==> config.mk <==
export PLATFORM = sky130hd
export DESIGN_NAME = icb_imem_sram_ctrl
export DESIGN_NICKNAME = d
export VERILOG_FILES = /design/src/rtl/icb_imem_sram_ctrl.sv
export SDC_FILE = /design/constraint.sdc
export NUM_CORES = 1
export LEC_CHECK = 0
export BUFFER_PORTS_ARGS = -buffer_cell sky130_fd_sc_hd__buf_2
export CAP_MARGIN = 15
export CORE_ASPECT_RATIO = 0.7
export CORE_MARGIN = 8
export CORE_UTILIZATION = 40
export CTS_BUF_LIST = sky130_fd_sc_hd__clkbuf_4 sky130_fd_sc_hd__clkbuf_8
export CTS_CLUSTER_SIZE = 28
export DETAILED_ROUTE_END_ITERATION = 7
export GPL_ROUTABILITY_DRIVEN = 0
export GPL_TIMING_DRIVEN = 1
export HOLD_SLACK_MARGIN = 0.06
export PLACE_DENSITY = 0.71
export SYNTH_ARGS = -nofsm -noshare
export SYNTH_HDL_FRONTEND = slang
export SYNTH_SLANG_ARGS = --single-unit
==> constraint.sdc <==
create_clock -name clk -period 6.06 [get_ports clk]
set_clock_uncertainty 0.1 [all_clocks]
set_input_delay 0.303 -clock clk [delete_from_list [all_inputs] [get_ports clk]]
set_output_delay 0.303 -clock clk [all_outputs]
set_load 0.1 [all_outputs]
==> src/rtl/icb_imem_sram_ctrl.sv <==
// Read-only ICB slave serving instruction fetches from a single-port synchronous SRAM.
// Up to two fetches in flight, in order; bad addresses get an error response.
module icb_imem_sram_ctrl #(
  parameter int unsigned IMEM_DEPTH   = 8192,
  parameter logic [31:0] TO_HOST_ADDR = 32'h3000,
  parameter int unsigned SIM_DELAY    = 1,
  localparam int unsigned AW          = $clog2(IMEM_DEPTH)
) (
  input  logic          clk,
  input  logic          rst,
  input  logic [31:0]   s_icb_cmd_inst_addr,
  input  logic          s_icb_cmd_inst_valid,
  output logic          s_icb_cmd_inst_ready,
  output logic [31:0]   s_icb_rsp_inst_rdata,
  output logic          s_icb_rsp_inst_err,
  output logic          s_icb_rsp_inst_valid,
  input  logic          s_icb_rsp_inst_ready,
  output logic          bram_en,
  output logic [AW-1:0] bram_addr,
  input  logic [31:0]   bram_dout,
  output logic          tohost_hit,
  output logic          tohost_done,
  output logic [31:0]   fetch_cnt
);

  logic        unused_sim_delay;
  assign unused_sim_delay = (SIM_DELAY != 0);

  logic [1:0]  occ_q, occ_d;
  logic        slot_vld_q, slot_err_q;
  logic [31:0] buf_data_q [2];
  logic        buf_err_q [2];
  logic        wr_ptr_q, rd_ptr_q;
  logic [1:0]  buf_cnt_q, buf_cnt_d;
  logic        tohost_hit_q, tohost_done_q;
  logic [31:0] fetch_cnt_q;

  logic        cmd_hs, rsp_hs, cmd_err, buf_empty, push, pop, hit;
  logic [31:0] slot_data;

  // Ready depends only on registered occupancy.
  assign s_icb_cmd_inst_ready = (occ_q != 2'd2);
  assign cmd_hs  = s_icb_cmd_inst_valid & s_icb_cmd_inst_ready;
  assign cmd_err = (s_icb_cmd_inst_addr[1:0] != 2'b00) ||
                   ({2'b00, s_icb_cmd_inst_addr[31:2]} >= IMEM_DEPTH);
  assign hit     = cmd_hs & (s_icb_cmd_inst_addr == TO_HOST_ADDR);

  assign bram_en   = cmd_hs & ~cmd_err;
  assign bram_addr = s_icb_cmd_inst_addr[AW+1:2];

  assign slot_data = slot_err_q ? 32'h0 : bram_dout;
  assign buf_empty = (buf_cnt_q == 2'd0);

  always_comb begin
    s_icb_rsp_inst_valid = ~buf_empty | slot_vld_q;
    s_icb_rsp_inst_rdata = 32'h0;
    s_icb_rsp_inst_err   = 1'b0;
    if (!buf_empty) begin
      s_icb_rsp_inst_rdata = buf_data_q[rd_ptr_q];
      s_icb_rsp_inst_err   = buf_err_q[rd_ptr_q];
    end else if (slot_vld_q) begin
      s_icb_rsp_inst_rdata = slot_data;
      s_icb_rsp_inst_err   = slot_err_q;
    end
  end

  assign rsp_hs = s_icb_rsp_inst_valid & s_icb_rsp_inst_ready;
  assign pop    = rsp_hs & ~buf_empty;
  // Slot data survives only by bypass; anything else lands in the buffer.
  assign push   = slot_vld_q & ~(buf_empty & s_icb_rsp_inst_ready);

  assign buf_cnt_d = buf_cnt_q + {1'b0, push} - {1'b0, pop};
  assign occ_d     = occ_q + {1'b0, cmd_hs} - {1'b0, rsp_hs};

  always_ff @(posedge clk or posedge rst) begin
    if (rst) begin
      occ_q         <= 2'd0;
      slot_vld_q    <= 1'b0;
      slot_err_q    <= 1'b0;
      wr_ptr_q      <= 1'b0;
      rd_ptr_q      <= 1'b0;
      buf_cnt_q     <= 2'd0;
      tohost_hit_q  <= 1'b0;
      tohost_done_q <= 1'b0;
      fetch_cnt_q   <= 32'h0;
    end else begin
      occ_q      <= occ_d;
      slot_vld_q <= cmd_hs;
      slot_err_q <= cmd_hs & cmd_err;
      buf_cnt_q  <= buf_cnt_d;
      if (push) wr_ptr_q <= ~wr_ptr_q;
      if (pop)  rd_ptr_q <= ~rd_ptr_q;
      tohost_hit_q <= hit;
      if (hit) tohost_done_q <= 1'b1;
      if (cmd_hs) fetch_cnt_q <= fetch_cnt_q + 32'd1;
    end
  end

  // Payload storage needs no reset; pointers and count gate its visibility.
  always_ff @(posedge clk) begin
    if (push) begin
      buf_data_q[wr_ptr_q] <= slot_data;
      buf_err_q[wr_ptr_q]  <= slot_err_q;
    end
  end

  assign tohost_hit  = tohost_hit_q;
  assign tohost_done = tohost_done_q;
  assign fetch_cnt   = fetch_cnt_q;

endmodule

==> results.sh, run 1 <==
export IMPL_wl_per_cell_um=16.5
export IMPL_clk_latency_ns=0.36
export IMPL_finalSetupTns_ns=0
export IMPL_yosysUniqueCellTypes=31
export IMPL_fillCellCount=1140
export IMPL_hold_viol_final=0
export IMPL_detail_route_antenna_nets=0
export IMPL_cts_sinks=108
export IMPL_grt_ovfl_total=0
export IMPL_layout_commonest_cell="buf_2"
export IMPL_crit_path_start_kind="register"
export IMPL_diodes=0
export IMPL_area_growth_pct=20.3
export IMPL_grt_pass1_wl_um=18300
export IMPL_antenna_found_initial=0
export IMPL_ys_ff_latch=108
export IMPL_port_buffers=150
export IMPL_post_route_period_util=0.462
export IMPL_crit_arrival_ns=2.40
export IMPL_dr_pass1_iters=4
export IMPL_max_freq_mhz=357
export IMPL_r2r_start="slot_vld_q"
export IMPL_start_util=0.410
export IMPL_nNetsFinal=621
export IMPL_grt_max_degree=69
export IMPL_design_core_area_um2=12400
export IMPL_post_route_drc_count=0
export IMPL_crit_type="reg2out"
export IMPL_setup_viol=0
export IMPL_root_buffer="clkbuf_8"
export IMPL_min_delay_start="s_icb_cmd_inst_addr[9]"
export IMPL_multiInputGateArea_um2=1840
export IMPL_routed_wl_um=11800
export IMPL_startpoint="rd_ptr_q"
export IMPL_tightest_slew_ns=1.03
export IMPL_h_tree_depth=3
export IMPL_drive_gt1_frac=0.338
export IMPL_outcome="finished clean"
export IMPL_end_kind="output port"
export IMPL_path_clk_slew_ns=0.10
export IMPL_viasPerCell=5.06
export IMPL_critPathRequiredTime_ns=5.66
export IMPL_io_pins=151
export IMPL_synthCells=416
export IMPL_dieArea_um2=16600
export IMPL_syn_avg_cell_area_um2=12.2
export IMPL_fin_hold_ws_ns=0.123
export IMPL_cap_violations=0
export IMPL_regArea_um2=3030
export IMPL_cts_resized=0
export IMPL_yosysWarningCount=0
export IMPL_grt_pass1_vias=3568
export IMPL_drt_iter0_drc=209
export IMPL_syn_area_um2=5070
export IMPL_slew_headroom=0.316
export IMPL_final_cell_mix="buf_2 (150), edfxtp_1 (66), nand3_1 (44)"
export IMPL_ys_seq_area_frac=0.598
export IMPL_cts_hold_buf=1
export IMPL_cp_max_fo=34
export IMPL_min_period_ns=2.80
export IMPL_postCtsSetupRepairBufs=0
export IMPL_post_dp_hpwl_um=8410
export IMPL_holdCritPathClass="in2reg"
export IMPL_chipWidth_um=151
export IMPL_fp_dieH_um=110
export IMPL_cts_tree="done"
export IMPL_syn_nets=489
export IMPL_fp_row_count=34
export IMPL_rsz0062_at_grt="false"
export IMPL_cts_buffers=9
export IMPL_clk_path_buf_depth=2
export IMPL_vias=3619
export IMPL_slew_viol_final=0
export IMPL_grtUsageTotal=0.139
==> worst paths after layout <==
path,end,slack [ns],depth (start not counted)
min,tohost_hit,0.12,4
max,s_icb_rsp_inst_rdata[19],3.26,3
max reg2reg,occ_q[1],3.87,8
min reg2reg,occ_q[1],0.37,1
max in group asynchronous,rd_ptr_q,4.67,3
min in group asynchronous,fetch_cnt[28],0.57,3
==> routing by layer <==
layer  GRT usage  routed length [um]  share of wire  vias to the layer above
li1            -                   -              -                     1753
met1       0.168                5120           0.44                     1743
met2       0.235                5650           0.48                      113
met3      0.0408                 888          0.075                       10
met4      0.0462                 111         0.0094                        0
met5           0                   0              0                        -
==> registers in the layout (all words and copies together) (netlist names) <==
signal,flops
buf_data_q,64
fetch_cnt,32
buf_cnt_q,2
buf_err_q,2
occ_q,2
rd_ptr_q,1
slot_err_q,1
slot_vld_q,1
tohost_done,1
tohost_hit,1
wr_ptr_q,1
==> worst max-delay path, cell delays in order, from the launching register on <==
cell and delay (ns):
dfrtp_2 1.05, mux2i_1 0.19, o21ai_0 0.28, buf_2 0.49
==> layout make-up <==
class                           count  area share
Inverter                            9     0.00554
Timing Repair Buffer              154       0.134
Clock inverter                      7     0.00862
Clock buffer                        9      0.0203
Sequential cell                   108       0.498
Tap cell                          162      0.0332
Multi-Input combinational cell    266       0.301
==> cells in the mapped netlist (all sizes together) <==
library cell	number	area, um2
xor2	7	61.3
inv	9	33.8
xnor2	30	263
or4	1	11.3
and4	3	26.3
nor2b	34	213
nor4	8	65.1
and2	4	25.0
nor3	11	85.1
nor2	10	37.5
or4b	1	13.8
nand2	15	56.3
or2	1	6.26
clkbuf	16	60.1
ha	5	62.6
and3b	1	8.76
or3	1	6.26
buf	17	124
and3	4	25.0
mux2i	33	330
dfrtp	42	1050
o21ai	33	165
nand4	20	138
nand3	44	220
edfxtp	66	1980
==> through the flow <==
| stage | setup slack (ns) | utilization | instance area (um2) | instances |
|---|---|---|---|---|
| after global routing | 3.10 | 0.493 | 6100 | 715 |
| final | 3.26 | 0.493 | 6100 | 715 |
| after floorplan | 2.36 | - | 5070 | 416 |
| after global placement | 3.45 | 0.474 | 5860 | 696 |
| after detailed placement | 3.36 | 0.474 | 5860 | 696 |
| after CTS | 3.05 | 0.489 | 6050 | 713 |
==> cells by family (layout without fill, tap and decap cells) <==
kind of cell / Yosys count / after routing / share of synthesized area
muxes: 33 / 33 / 0.0652
and+or+nand+nor: 158 / 158 / 0.185
adders and majority gates: 5 / 5 / 0.0123
DFF: 108 / 108 / 0.598
xor gates and xnor gates: 37 / 37 / 0.0639
AOI/OAI and AO/OA: 33 / 33 / 0.0326
buffers and inverters: 42 / 179 / 0.0429
Power of run 1 is not shown: default switching activity piles up to over one toggle a cycle in this logic, so the estimate is an artifact.
==> inputs of run 2 (changes only) <==
- PLACE_DENSITY: 0.71 -> 0.74
- clock period: 6.06 -> 2.38 ns (I/O delays scaled with it)
==> run 2 against run 1 <==
Cell count up 5.6%; die area unchanged; utilization grew 8.8 points; hold slack worse by 0.040 ns; setup slack worse by 3.1 ns; sequential cell count unchanged; wire length rose by 11%; clock-buffer cell count did not move; via count grew 5.6%; final area rose by 18%; critical path type unchanged.
==> results.sh, run 2 (synthesized netlist as in run 1, its figures left out) <==
export IMPL_outcome="finished clean"
export IMPL_fp_row_count=34
export IMPL_fin_hold_ws_ns=0.0824
export IMPL_antenna_found_initial=1
export IMPL_crit_slowest_cell="buf_2"
export IMPL_clk_path_buf_depth=2
export IMPL_cap_violations=0
export IMPL_path_buf_inv=2
export IMPL_crit_arrival_ns=1.97
export IMPL_cp_max_fo=7
export IMPL_port_buffers=150
export IMPL_routed_wl_um=13100
export IMPL_clk_latency_ns=0.37
export IMPL_vias=3821
export IMPL_hold_viol_final=0
export IMPL_h_tree_depth=3
export IMPL_final_cell_mix="buf_2 (116), edfxtp_1 (66), nand3_1 (44)"
export IMPL_max_freq_mhz=457
export IMPL_worstPathCellList="nor2b_1 > inv_2 > nand2_1 > nor3_2 > buf_2"
export IMPL_dieArea_um2=16600
export IMPL_post_place_cells=704
export IMPL_area_growth_pct=41.8
export IMPL_grt_ovfl_total=0
export IMPL_design_core_area_um2=12400
export IMPL_slew_headroom=0.565
export IMPL_detail_route_antenna_nets=0
export IMPL_critPathRequiredTime_ns=2.16
export IMPL_slew_viol_final=0
export IMPL_wl_per_cell_um=17.3
export IMPL_postCtsSetupRepairBufs=0
export IMPL_grt_pass1_vias=3937
export IMPL_drt_iter0_drc=234
export IMPL_grt_max_degree=49
export IMPL_top_register="buf_data_q"
export IMPL_tightest_slew_ns=0.649
export IMPL_regArea_um2=3040
export IMPL_path_clk_slew_ns=0.11
export IMPL_fp_dieH_um=110
export IMPL_setup_viol=0
export IMPL_crit_path_start_kind="register"
export IMPL_nNetsFinal=661
export IMPL_post_dp_hpwl_um=9300
export IMPL_end_kind="output port"
export IMPL_drive_gt1_frac=0.393
export IMPL_min_period_ns=2.19
export IMPL_post_route_drc_count=0
export IMPL_fillCellCount=966
export IMPL_max_stage_delay_ns=0.46
export IMPL_root_buffer="clkbuf_8"
export IMPL_cts_tree="done"
export IMPL_holdCritPathClass="in2reg"
export IMPL_io_pins=151
export IMPL_rsz0062_at_grt="false"
export IMPL_crit_type="reg2out"
export IMPL_viasPerCell=5.06
export IMPL_diodes=0
export IMPL_fin_cells=755
export IMPL_dr_pass1_iters=4
export IMPL_multiInputGateArea_um2=1970
export IMPL_cpLargestDelayFamily="simple AND/OR/NAND/NOR gates"
export IMPL_chipWidth_um=151
export IMPL_post_route_period_util=0.920
export IMPL_grt_pass1_wl_um=20800
export IMPL_layout_commonest_cell="buf_2"
export IMPL_grtUsageTotal=0.159
export IMPL_cts_buffers=9
export IMPL_cts_sinks=108
export IMPL_start_util=0.410
export IMPL_largest_reg_flops=64
==> run 2: layout make-up <==
type,instances,area share
flip-flops and latches,108,0.423
well taps,162,0.0282
repair buffers,194,0.238
multi-input cells,266,0.274
clock inverters,7,0.0148
clock buffers,9,0.0172
inverters,9,0.00470
==> run 2: stage by stage <==
step	setup slack, ns	TNS, ns	cell area [um2]	util
6_report	0.191	0	7190	0.581
5_1_grt	0.0660	0	7190	0.581
4_1_cts	0.0719	0	7180	0.580
3_5_place_dp	0.381	0	6600	0.533
3_3_place_gp	0.462	0	6600	0.533
2_1_floorplan	-0.293	-0.293	5210	-
==> run 2: path summary, 6_finish.rpt <==
kind                       cells past startpoint     startpoint  slack, ns                end
min                                            2  bram_dout[31]       0.08  buf_data_q[1][31]
max in group asynchronous                      4            rst       1.44       fetch_cnt[1]
min in group asynchronous                      4            rst       0.32      fetch_cnt[29]
max                                            5       occ_q[1]       0.19            bram_en
min reg2reg                                    1       occ_q[1]       0.38           occ_q[1]
max reg2reg                                    5       occ_q[1]       0.36         tohost_hit
==> run 2: routing by layer <==
metal	up-vias	GRT usage	routed length (um)
met4	2	0.0441	166
met1	1856	0.194	5510
met2	100	0.272	6470
li1	1847	-	-
met5	-	0	13
met3	16	0.0469	895
==> run 2: what timing repair did <==
item / in CTS / in global routing
resized for setup: 0 / 2
hold buffers: 35 / 0
endpoints found under the setup margin: 0 / 8
hold endpoints to repair: 104 / 0
Power of run 2 is left out for the same reason.
==> inputs of run 3 (changes only) <==
- RECOVER_POWER: unset -> 50
==> run 3 against run 2 <==
Hold slack hardly changed; cell count stayed put; die area stayed put; sequential cell count stayed put; final area is 0.70% lower; non-clock buffer count stayed put; wire length is 0.49% higher; first-iteration DRC count is 1.3% higher; maximum frequency is 0.42% higher; clock-buffer cell count stayed put.
==> results.sh, run 3 (synthesized netlist as in run 1, its figures left out) <==
export IMPL_wl_per_cell_um=17.4
export IMPL_max_freq_mhz=459
export IMPL_cts_buffers=9
export IMPL_top_layer="met5"
export IMPL_fp_dieH_um=110
export IMPL_worstPathCellList="dlygate4sd3_1 > buf_2 > nor2_1 > dlygate4sd3_1 > nand4_1 > nor4_2 > dlygate4sd3_1"
export IMPL_slew_viol_final=0
export IMPL_h_tree_depth=3
export IMPL_fin_hold_ws_ns=0.0822
export IMPL_fp_row_count=34
export IMPL_cts_tree="done"
export IMPL_tightest_slew_ns=1.20
export IMPL_top_register="buf_data_q"
export IMPL_grt_pass1_wl_um=20800
export IMPL_crit_arrival_ns=2.39
export IMPL_layout_commonest_cell="buf_2"
export IMPL_clk_path_buf_depth=2
export IMPL_grt_ovfl_total=0
export IMPL_vias=3812
export IMPL_design_core_area_um2=12400
export IMPL_max_stage_delay_ns=0.59
export IMPL_io_pins=151
export IMPL_area_growth_pct=40.8
export IMPL_final_cell_mix="buf_2 (81), edfxtp_1 (66), nand3_1 (44)"
export IMPL_dieArea_um2=16600
export IMPL_cts_sinks=108
export IMPL_critPathRequiredTime_ns=2.59
export IMPL_end_kind="register"
export IMPL_holdCritPathClass="in2reg"
export IMPL_root_buffer="clkbuf_8"
export IMPL_routed_wl_um=13100
export IMPL_diodes=0
export IMPL_detail_route_antenna_nets=0
export IMPL_post_route_period_util=0.916
export IMPL_setup_viol=0
export IMPL_wl_met1_um=5620
export IMPL_dr_pass1_iters=4
export IMPL_nNetsFinal=661
export IMPL_path_clk_slew_ns=0.11
export IMPL_outcome="finished clean"
export IMPL_post_dp_hpwl_um=9300
export IMPL_crit_path_start_kind="primary input"
export IMPL_crit_type="in2reg"
export IMPL_clk_latency_ns=0.36
export IMPL_chipWidth_um=151
export IMPL_r2r_slack_ns=0.33
export IMPL_start_util=0.410
export IMPL_fillCellCount=988
export IMPL_drive_gt1_frac=0.329
export IMPL_crit_top_cell="dlygate4sd3_1"
export IMPL_post_route_drc_count=0
export IMPL_routed_wl_met2_um=6430
export IMPL_cp_max_fo=2
export IMPL_dr_wl_met3_um=886
export IMPL_largest_reg_flops=64
export IMPL_grtUsageTotal=0.159
export IMPL_port_buffers=150
export IMPL_rsz0062_at_grt="false"
export IMPL_grt_pass1_vias=3937
export IMPL_slew_headroom=0.206
export IMPL_antenna_found_initial=1
export IMPL_min_period_ns=2.18
export IMPL_drt_iter0_drc=237
export IMPL_cap_violations=0
export IMPL_hold_viol_final=0
export IMPL_grt_max_degree=49
export IMPL_viasPerCell=5.05
export IMPL_crit_slowest_cell="dlygate4sd3_1"
## run 3: changes by cell type in the layout (fill, tap and decap cells not counted)
cell,before,now
buf_2,116,81
inv_2,3,1
buf_4,6,4
inv_1,6,7
clkinv_1,0,1
clkbuf_1,0,36
clkbuf_2,0,1
## run 3: final timing paths
kind | startpoint | cells past startpoint | to
worst max-delay path | s_icb_cmd_inst_addr[9] | 7 | tohost_hit
worst min-delay path | bram_dout[31] | 2 | buf_data_q[1][31]
worst max register to register | occ_q[1] | 8 | occ_q[1]
worst min register to register | occ_q[1] | 1 | occ_q[1]
max in group asynchronous | rst | 4 | fetch_cnt[1]
min in group asynchronous | rst | 4 | fetch_cnt[29]
## run 3: through the flow
step / instance area, um2 / setup slack [ns] / instances / util / setup TNS (ns)
after CTS: 7180 / 0.0719 / 755 / 0.580 / 0
after detailed placement: 6600 / 0.381 / 704 / 0.533 / 0
after floorplan: 5210 / -0.293 / 416 / - / -0.293
after global routing: 7140 / 0.0822 / 755 / 0.577 / 0
after global placement: 6600 / 0.462 / 704 / 0.533 / 0
final: 7140 / 0.200 / 755 / 0.577 / 0
## run 3: what timing repair did
action	4_1_cts	5_1_grt
resized for setup	0	2
hold buffers	35	0
buffers inserted	0	0
hold endpoints to repair	104	0
setup endpoints to repair	0	8
## run 3: worst max-delay path: cells and delay by family
family	cells	cell delay, ns
AND/OR/NAND/NOR	3	0.46
buffers and inverters	4	1.80
## run 3: area by class of cell
cell class                      count  area (um2)  share of cell area
Clock buffer                        9         124              0.0174
Multi-Input combinational cell    266        1970               0.276
Inverter                            9        33.8             0.00473
Timing Repair Buffer              194        1660               0.232
Clock inverter                      7         106              0.0149
Tap cell                          162         203              0.0284
Sequential cell                   108        3040               0.426
## run 3: per-layer routing
metal / vias to the layer above / track usage
li1: 1845 / -
met1: 1849 / 0.194
met2: 100 / 0.272
met3: 16 / 0.0469
met4: 2 / 0.0441
met5: - / 0
Power of run 3 is left out for the same reason.
